$ cat config.mk
export PLATFORM = sky130hd
export DESIGN_NAME = dff_rstset_gen
export DESIGN_NICKNAME = d
export VERILOG_FILES = /design/src/rtl/dff_rstset_gen.sv
export SDC_FILE = /design/constraint.sdc
export NUM_CORES = 1
export LEC_CHECK = 0
export CAP_MARGIN = 20
export CORE_AREA = 3 3 40 42
export DETAILED_ROUTE_END_ITERATION = 7
export DIE_AREA = 0 0 43 45
export DONT_BUFFER_PORTS = 1
export GPL_TIMING_DRIVEN = 0
export PLACE_DENSITY = 0.76
export SLEW_MARGIN = 20
export SYNTH_ARGS = -nofsm -noshare
export SYNTH_HDL_FRONTEND = slang
export SYNTH_SLANG_ARGS = --single-unit
export TNS_END_PERCENT = 100
$ cat constraint.sdc
create_clock -name clk -period 3.8 [get_ports clk]
set_input_delay 0.19 -clock clk [delete_from_list [all_inputs] [get_ports clk]]
set_output_delay 0.19 -clock clk [all_outputs]
set_load 0.05 [all_outputs]
$ cat src/rtl/dff_rstset_gen.sv
// Reset/set control generator for a bank of async-set/reset flops.
// rst asserts the bank reset immediately. Release goes through a
// synchronizer and a hold count before rst_n goes high. In RUN, soft
// requests produce timed pulses on rst_n or set_n. The two active-low
// outputs are never low together.
`timescale 1ns/1ps
module dff_rstset_gen #(
  parameter int SYNC_STAGES = 2,
  parameter int RST_HOLD    = 8,
  parameter int SET_LEN     = 4,
  parameter int CNT_W       = 8
) (
  input  logic clk,
  input  logic rst,
  input  logic soft_rst_req,
  input  logic soft_set_req,
  output logic rst_n,
  output logic set_n,
  output logic busy,
  output logic done
);

  // Reject illegal parameter sets when the design is elaborated
  if (SYNC_STAGES < 2 || SYNC_STAGES > 4 || CNT_W < 1 || CNT_W > 31 ||
      RST_HOLD < 1 || RST_HOLD > (2**CNT_W) - 1 ||
      SET_LEN < 1 || SET_LEN > (2**CNT_W) - 1) begin : g_bad_params
    $error("dff_rstset_gen: illegal parameter combination");
  end

  // The SYNC->HOLD state transition acts as the last synchronizer stage,
  // so the shift chain itself is one flop shorter than SYNC_STAGES.
  localparam int SYNC_W = SYNC_STAGES - 1;
  localparam logic [SYNC_W-1:0] SYNC_ONE = SYNC_W'(1);
  localparam logic [CNT_W-1:0]  RST_LOAD = CNT_W'(RST_HOLD - 1);
  localparam logic [CNT_W-1:0]  SET_LOAD = CNT_W'(SET_LEN - 1);

  typedef enum logic [2:0] {
    ST_RESET,
    ST_SYNC,
    ST_HOLD,
    ST_RUN,
    ST_SRST,
    ST_SSET
  } state_t;

  state_t            state_q, state_d;
  logic [CNT_W-1:0]  cnt_q, cnt_d;
  logic [SYNC_W-1:0] sync_q;
  logic              rst_n_q, rst_n_d;
  logic              set_n_q, set_n_d;
  logic              done_q, done_d;
  logic              sync_out;

  assign sync_out = sync_q[SYNC_W-1];

  // Release synchronizer: shifts ones in, cleared at once by rst
  always_ff @(posedge clk or posedge rst) begin
    if (rst) begin
      sync_q <= '0;
    end else begin
      sync_q <= (sync_q << 1) | SYNC_ONE;
    end
  end

  // Next-state, counter and next-output logic
  always_comb begin
    state_d = state_q;
    cnt_d   = cnt_q;
    case (state_q)
      ST_RESET: state_d = ST_SYNC;
      ST_SYNC: begin
        if (sync_out) begin
          state_d = ST_HOLD;
          cnt_d   = RST_LOAD;
        end
      end
      ST_HOLD, ST_SRST, ST_SSET: begin
        // Count down to zero and stop; the counter never wraps
        if (cnt_q == '0) begin
          state_d = ST_RUN;
        end else begin
          cnt_d = cnt_q - 1'b1;
        end
      end
      ST_RUN: begin
        // Reset request has priority; a simultaneous set request is dropped
        if (soft_rst_req) begin
          state_d = ST_SRST;
          cnt_d   = RST_LOAD;
        end else if (soft_set_req) begin
          state_d = ST_SSET;
          cnt_d   = SET_LOAD;
        end
      end
      default: state_d = ST_RESET;
    endcase

    rst_n_d = (state_d == ST_RUN) || (state_d == ST_SSET);
    // set_n can only go low while rst_n is high
    set_n_d = (state_d != ST_SSET) || !rst_n_d;
    done_d  = (state_d == ST_RUN) && (state_q != ST_RUN);
  end

  // State, counter and registered outputs; rst forces the safe pair at once
  always_ff @(posedge clk or posedge rst) begin
    if (rst) begin
      state_q <= ST_RESET;
      cnt_q   <= '0;
      rst_n_q <= 1'b0;
      set_n_q <= 1'b1;
      done_q  <= 1'b0;
    end else begin
      state_q <= state_d;
      cnt_q   <= cnt_d;
      rst_n_q <= rst_n_d;
      set_n_q <= set_n_d;
      done_q  <= done_d;
    end
  end

  assign rst_n = rst_n_q;
  assign set_n = set_n_q;
  assign done  = done_q;
  assign busy  = (state_q != ST_RUN);

endmodule

# Yosys cells after proc, flatten, opt, wreduce, memory -nomap -nowiden
# Index checks and enable logic that the tools add are counted.
[classes] addsub=1 eq_ne=12 mux=10 n_reduce_logical=9
[ops] op="two-way mux 8 bit" n=4
[ops] op="case mux 8 bit (3 select lines)" n=1
[ops] op="two-way mux 3 bit" n=4
[ops] op="case mux 3 bit (4 select lines)" n=1
[ops] op="== test 3 x 2 -> 1 bit (second input constant)" n=3
[ops] op="== test 3 bit (second input constant)" n=3
[ops] op="logical NOT 8 bit" n=1
[ops] op="subtractor 8 x 1 -> 8 bit (second input constant)" n=1
[ops] op="inequality test 3 bit (second input constant)" n=2
[ops] op="inequality test 2 bit (second input constant)" n=2
[ops] op="AND reduction 4 bit" n=1
[ops] op="== test 3 x 1 -> 1 bit (second input constant)" n=1
[ops] op="logical NOT 3 bit" n=1
[ops] op="inequality test 3 x 2 -> 1 bit (second input constant)" n=1
[ops] op="nonzero test 3 bit" n=1
[ops] op="OR reduction 3 bit" n=1
[ops] op="logical OR 1 bit" n=2
[ops] op="logical AND 1 bit" n=1
[ops] op="logical NOT 1 bit" n=1
[word_totals] register_bits=15 inputBits=4 out_inout_bits=4 elab_cells=38

# Longest topological paths before layout
# Gate-level depths: netlist of the first run.
[depth] depth_word=7 depth_mapped=6 depth_no_buf=6

# Worst setup path after synthesis of the first run
# OpenSTA, ideal clock, no wires.
[synth_path] path_type="register to register" startpoint="reg cnt_q[0]" endpoint="reg cnt_q[0]" setup_time_ns=0.125 t_arrival_ns=1.985 t_required_ns=3.675 path_slack_ns=1.691 stages_incl_launch_ff=7 path_buffers=0 period_less_slack_ns=2.109 path_cell_list="dfrtp_1 -> inv_1 -> ha_1 -> or3b_2 -> a2111oi_4 -> nor2_2 -> mux2_2"
[synth_between] elab_chain_len=3 word_cells_on_any_way=6 classes_between="add/sub (1); eq/ne (1); mux (2); reduce/logical (2)"
[synth_lines] item="from (decl)" line_no="47" rtl="logic [CNT_W-1:0] cnt_q, cnt_d;"
[synth_lines] item="from (signal assigned)" line_no="114" rtl="cnt_q <= cnt_d;"
[synth_lines] item="subtractor 8 x 1 -> 8 bit or logical NOT 8 bit (tied branches)" line_no="82, 79"
[synth_lines] item="two-way mux 8 bit or inequality test 2 bit (tied branches)"
[synth_lines] item="case mux 8 bit (3 select lines) or AND reduction 4 bit (tied branches)"
# Several ways; a longest one is shown, not always the timed one. The select of a mux whose other input is x is not followed.
# A chain may end at the register's enable or synchronous reset.

# Final worst setup path of the first run
# Same ends and word-level chain as after synthesis.

==> impl_metrics.json, run 1 <==
{
  "initial_core_util": 0.624,
  "wire_per_inst_microns": 16.0,
  "status": "finished clean",
  "yosysTopAreaCell": "dfrtp_1",
  "critPathTopFamily": "simple AND/OR/NAND/NOR gates",
  "grt_max_degree": 16,
  "nets": 91,
  "area_growth_pct": 6.86,
  "critPathBufInv": 1,
  "m1WireLength_microns": 702,
  "path_clk_slew_ns": 0.09,
  "slowest_delay_ns": 0.66,
  "synth-async-reset-ratio": 1.00,
  "clkSinkCount": 15,
  "syn-num-nets": 85,
  "synth_top_family_by_area": "compound AO/OA/AOI/OAI gates",
  "grt_setup_unrepaired": "no",
  "wl_met2_microns": 793,
  "internal_power_mw": 0.364,
  "synth_common_cells": "14 x dfrtp_1, 6 x inv_1, 5 x nand2_1, 5 x o21ai_0, 4 x o22ai_1",
  "multi_input_area_sq_um": 384,
  "drc": 0,
  "globalRouteTotalUtil": 0.190,
  "synth_cell_types": 35,
  "hold_violations": 0,
  "min_period_ns": 2.36,
  "setup_viol": 0,
  "cts_tree": "yes",
  "hold_start": "soft_rst_req",
  "synth_ff_type": "dfrtp_1",
  "ctsRootBufferMaster": "clkbuf_4",
  "clock_skew_ns": 0.0110,
  "synth.most_common_cell": "dfrtp_1",
  "synth-xor-area-share": 0,
  "power_frac_seq": 0.422,
  "path_cells": "inv_1, ha_1, or3b_2, a2111oi_4, nor2_2, mux2_2",
  "hp-class": "input port to flip-flop",
  "muxShareOfSynthArea": 0.0140,
  "antenna_found_initial": 0,
  "n_antenna_cell": 0,
  "routabilityCongestion": 0.746,
  "drive_above_1_share": 0.106,
  "worstPathArrival_ns": 2.55,
  "place_hpwl_mm": 1.18,
  "met3WireLength_microns": 85,
  "io_pins": 8,
  "synth_edf_count": 0,
  "io_buffers": 0,
  "synth_cells": 80,
  "switching_share": 0.444,
  "p_per_area_nw_per_um2": 764,
  "crit_path_end_kind": "flip-flop",
  "pwr-share-comb": 0.439,
  "crit_start": "cnt_q[0]$_DFFE_PP0P_",
  "grt.overflow.total": 0,
  "grt_pass1_wl_mm": 2.75,
  "dieArea_sq_um": 1940,
  "rows": 13,
  "synth_fa_ha_area_frac": 0.0156,
  "clockBufferDepth": 2,
  "yosysTopAreaCellShare": 0.437,
  "totalPowerFinal_mw": 0.655,
  "setup.worst_path.class": "flip-flop to flip-flop",
  "leakagePower_nw": 0.361,
  "cts_setup_buffers": 0,
  "ys_seq_area_frac": 0.470,
  "fin_crit_sh": 0.622,
  "fill_cells": 103,
  "coreArea_sq_um": 1280,
  "die_w_microns": 43,
  "synth_compound_area_frac": 0.273,
  "cp_data_required_time_ns": 3.98,
  "yosys_warnings": 0,
  "hold_ws_ns": 0.0210,
  "p_sw_mw": 0.291,
  "clock_latency_ns": 0.29,
  "grt_pass1_vias": 634,
  "dr.pass1.iters": 4,
  "synthTopCellsByArea": "dfrtp_1 44%, a2111oi_4 3.4%, dfstp_2 3.3%, o21ai_0 3.1%, o22ai_1 3.1%",
  "slew_violations": 0,
  "worst_r2r_startpoint": "cnt_q[0]$_DFFE_PP0P_",
  "crit_slowest_cell": "a2111oi_4",
  "via_per_inst": 6.50,
  "drt-initial-drc-count": 31,
  "cap_violations": 0,
  "yosys.area_share.simple": 0.172,
  "fin_tns_setup_ns": 0,
  "pwr-share-clk": 0.139,
  "area.sequential_sq_um": 377,
  "numCtsBuffers": 3,
  "fmax_mhz": 423,
  "cts-hold-fix-buffers": 1,
  "synth.ff_latch_count": 15,
  "ir_drop_v": 0.000465,
  "routed.top_layer": "met4",
  "utilization": 0.667,
  "cts_resized": 0,
  "vias": 650,
  "synth_area_sq_um": 802,
  "start_kind": "flip-flop",
  "avgSynthCellArea_sq_um": 10.0,
  "drtAntennaViolNets": 0,
  "maxSlewHeadroom": 0.436,
  "cts_max_level": 1,
  "wl_mm": 1.60,
  "max_slew.worst_pin.slew_ns": 0.838,
  "die_h_microns": 45,
  "crit_fanout": 9
}
-- worst register-to-register path, stage by stage (launching register included) --
cell,delay (ns)
dfrtp_1,0.41
inv_1,0.07
ha_1,0.18
or3b_2,0.54
a2111oi_4,0.66
nor2_2,0.12
mux2_2,0.28
-- stage by stage --
stage | cells | setup slack [ns] | instance area, sq um
after floorplan | 80 | 1.69 | 802
after global placement | 95 | 1.51 | 821
after detailed placement | 95 | 1.48 | 821
after CTS | 100 | 1.47 | 857
after global routing | 100 | 1.36 | 857
final | 100 | 1.44 | 857
-- area by class of cell --
type,instances,share of cell area
Multi-Input combinational cell,56,0.448
Sequential cell,15,0.439
Clock buffer,4,0.0307
Inverter,6,0.0263
Buffer,3,0.0219
Tap cell,15,0.0219
Timing Repair Buffer,1,0.0117
-- per-layer routing --
metal / GRT usage / vias to the layer above
li1: - / 313
met1: 0.238 / 314
met2: 0.314 / 18
met3: 0.0398 / 5
met4: 0.0904 / 0
met5: 0 / -
-- power groups by stage --
stage	combinational [mW]	clock, mW	sequential [mW]
finish	0.287	0.0912	0.276
global route	0.317	0.0982	0.283
CTS	0.287	0.0923	0.277
detailed placement	0.285	0	0.279
global placement	0.273	0	0.278
floorplan	0.235	0	0.270
-- sequential cells by signal (all words and copies together) (netlist names) --
name / count
state_q: 3
sync_out: 1
set_n: 1
rst_n: 1
cnt_q: 8
done: 1
-- cells in the final DEF, fill, tap and decap left out, drive strengths merged, types with 2 or more instances in the layout --
master,count
clkbuf,6
a211o,2
o21ai,5
or3b,2
dfrtp,14
a31oi,2
or3,3
nor3,3
nand3,2
o31ai,3
a211oi,2
a22oi,3
nor2,4
nand2,5
inv,6
and2,2
o22ai,4
-- worst paths after layout --
kind / to / slack, ns / depth (start not counted)
setup reg to reg: cnt_q[0]$_DFFE_PP0P_ / 1.44 / 6
setup / recovery: cnt_q[0]$_DFFE_PP0P_ / 1.44 / 6
min in group asynchronous: cnt_q[0]$_DFFE_PP0P_ / 0.38 / 2
hold reg to reg: cnt_q[6]$_DFFE_PP0P_ / 0.54 / 2
max in group asynchronous: set_n$_DFF_PP1_ / 3.04 / 2
hold / removal: rst_n$_DFF_PP0_ / 0.02 / 1
-- cell families after synthesis --
kind of cell | after synthesis
DFF | 15
adders and majority gates | 1
muxes | 1
and+or+nand+nor | 25
other | 1
AOI/OAI and AO/OA | 28
buffers and inverters | 9
Note: power is estimated with default switching activity, not from simulation.
==> run 2, diff against run 1 <==
--- a/config.mk
+++ b/config.mk
@@ -5,10 +5,11 @@
 export SDC_FILE = /design/constraint.sdc
 export NUM_CORES = 1
 export LEC_CHECK = 0
+export ABC_AREA = 1
 export CAP_MARGIN = 20
-export CORE_AREA = 3 3 40 42
+export CORE_MARGIN = 3
+export CORE_UTILIZATION = 60
 export DETAILED_ROUTE_END_ITERATION = 7
-export DIE_AREA = 0 0 43 45
 export DONT_BUFFER_PORTS = 1
 export GPL_TIMING_DRIVEN = 0
 export PLACE_DENSITY = 0.76
==> constraint.sdc (replaced) <==
create_clock -name clk -period 2.39 [get_ports clk]
set_input_delay 0.1195 -clock clk [delete_from_list [all_inputs] [get_ports clk]]
set_output_delay 0.1195 -clock clk [all_outputs]
set_load 0.05 [all_outputs]
==> impl_metrics.json, run 2 <==
{
  "path_clk_slew_ns": 0.08,
  "grt_pass1_vias": 664,
  "drtAntennaViolNets": 0,
  "synth_ff_type": "dfrtp_1",
  "drive_above_1_share": 0.148,
  "start_kind": "flip-flop",
  "worstPathArrival_ns": 1.78,
  "min_period_ns": 1.60,
  "synth_area_sq_um": 895,
  "leakagePower_nw": 0.495,
  "cp_data_required_time_ns": 2.57,
  "p_per_area_nw_per_um2": 1500,
  "drt-initial-drc-count": 11,
  "grt_pass1_wl_mm": 2.66,
  "fin_tns_setup_ns": 0,
  "setup_viol": 0,
  "design_area_sq_um": 950,
  "rows": 13,
  "drc": 0,
  "avgSynthCellArea_sq_um": 7.27,
  "io_pins": 8,
  "nets": 134,
  "wire_per_inst_microns": 10.5,
  "cap_violations": 0,
  "synth-async-reset-ratio": 1.00,
  "dieArea_sq_um": 1990,
  "crit_path_end_kind": "flip-flop",
  "n_antenna_cell": 0,
  "synth.ff_latch_count": 15,
  "via_per_inst": 5.07,
  "crit_fanout": 8,
  "ys_seq_area_frac": 0.421,
  "setup.worst_path.class": "flip-flop to flip-flop",
  "fin_crit_sh": 0.671,
  "area.sequential_sq_um": 377,
  "synth.most_common_cell": "nand2_1",
  "initial_core_util": 0.663,
  "hp-class": "input port to flip-flop",
  "clkSinkCount": 15,
  "yosysTopAreaCellShare": 0.392,
  "maxSlewHeadroom": 0.634,
  "io_buffers": 0,
  "clock_latency_ns": 0.28,
  "routabilityCongestion": 0.765,
  "synth_cells": 123,
  "reg_top3": "cnt_q x8, state_q x3",
  "antenna_found_initial": 0,
  "slew_violations": 0,
  "area_growth_pct": 6.15,
  "multi_input_area_sq_um": 465,
  "place_hpwl_mm": 1.18,
  "die_w_microns": 44.6,
  "clockBufferDepth": 2,
  "grt.overflow.total": 0,
  "final_cell_mix": "44 x nand2_1, 14 x nor2_1, 14 x dfrtp_1",
  "yosys_warnings": 0,
  "synth_common_cells": "44 x nand2_1, 14 x dfrtp_1, 14 x nor2_1",
  "yosysTopAreaCell": "dfrtp_1",
  "numCtsBuffers": 3,
  "synthTopCellsByArea": "dfrtp_1 39%, nand2_1 18%, nor2_1 5.9%, inv_1 4.6%, nor2_2 4.2%",
  "grt_setup_unrepaired": "no",
  "cts_max_level": 1,
  "syn-num-nets": 128,
  "synth_edf_count": 0,
  "clock_skew_ns": 0.000634,
  "dr.pass1.iters": 4,
  "hold_violations": 0,
  "synth_cell_types": 24,
  "fill_cells": 109,
  "coreArea_sq_um": 1350,
  "cts_setup_buffers": 0,
  "largest_register_ffs": 8,
  "regMostFlops": "cnt_q",
  "final_common_cell": "nand2_1",
  "fmax_mhz": 624,
  "ctsRootBufferMaster": "clkbuf_4",
  "wl_mm": 1.50,
  "placed_area_sq_um": 913,
  "cts_tree": "yes",
  "die_h_microns": 44.6,
  "ir_drop_v": 0.000884,
  "globalRouteTotalUtil": 0.190,
  "vias": 725,
  "status": "finished clean",
  "max_slew.worst_pin.slew_ns": 0.548,
  "grt_max_degree": 16
}
==> run 2: changes by cell type after synthesis, sizes merged, moves of 3 or more <==
cell,previous run,this run
a22oi,3,0
o31ai,3,0
or3,3,0
nor2,4,22
nand2,5,48
o22ai,4,0
nand3,2,5
inv,6,13
==> run 2: stage by stage <==
| step | utilization | hold slack [ns] | power (mW) | setup WS, ns | std cells |
|---|---|---|---|---|---|
| after global placement | 0.677 | 0.0794 | 1.26 | 0.831 | 138 |
| after CTS | 0.703 | 0.0196 | 1.43 | 0.778 | 143 |
| after detailed placement | 0.677 | 0.0867 | 1.29 | 0.789 | 138 |
| final | 0.703 | 0.0273 | 1.42 | 0.786 | 143 |
| after global routing | 0.703 | 0.0225 | 1.56 | 0.636 | 143 |
| after floorplan | - | 0.0203 | 1.14 | 0.967 | 123 |
==> run 2: kinds of logic (layout without fill, tap and decap cells) <==
group           after synthesis  after routing  share of synthesized area
xor+xnor                      2              2                     0.0196
buf+inv                      14             19                     0.0587
fa+ha+maj                     1              1                     0.0140
flops                        15             15                      0.421
compound gates                8              8                     0.0448
simple gates                 82             82                      0.438
other cells                   1              1                    0.00419
==> run 2: cell type report <==
type	count	area share
multi-input combinational	94	0.490
sequential	15	0.397
inverter	14	0.0553
clock buffer	4	0.0277
tap	15	0.0198
timing repair buffer	1	0.0105
==> run 2: report_power, final <==
group	switching [mW]	total [mW]	internal (mW)
Clock	0.0789	0.144	0.0649
Combinational	0.493	0.753	0.260
Sequential	0.166	0.523	0.357
==> run 2: layer usage <==
layer,GRT usage,part of all wire,wire length (microns),vias up
met5,0,0,0,-
met4,0.133,0.031,46,0
met3,0.0244,0.026,39,5
met2,0.307,0.45,674,13
met1,0.230,0.49,743,316
li1,-,-,-,391
==> run 2: critical path, cell delays in order, from the launching register on <==
cell	delay, ns
dfrtp_1	0.40
inv_1	0.13
ha_1	0.24
nand2_1	0.12
nor2_2	0.25
nand2_4	0.10
nand2_2	0.08
nor2_4	0.06
nand2_1	0.06
nand2_1	0.06
==> run 2: path summary, 6_finish.rpt <==
path | startpoint | to | slack [ns] | cells after the start
min in group asynchronous | rst | state_q[0]$_DFF_PP0_ | 0.32 | 2
setup / recovery | cnt_q[0]$_DFFE_PP0P_ | cnt_q[2]$_DFFE_PP0P_ | 0.79 | 9
max in group asynchronous | rst | set_n$_DFF_PP1_ | 1.70 | 2
hold reg to reg | cnt_q[1]$_DFFE_PP0P_ | cnt_q[1]$_DFFE_PP0P_ | 0.51 | 2
hold / removal | soft_rst_req | rst_n$_DFF_PP0_ | 0.03 | 2
setup reg to reg | cnt_q[0]$_DFFE_PP0P_ | cnt_q[2]$_DFFE_PP0P_ | 0.79 | 9
==> run 2: repair_timing <==
item	4_1_cts	5_1_grt
hold buffers	1	0
endpoints found under the hold margin	14	0
resized for setup	0	0
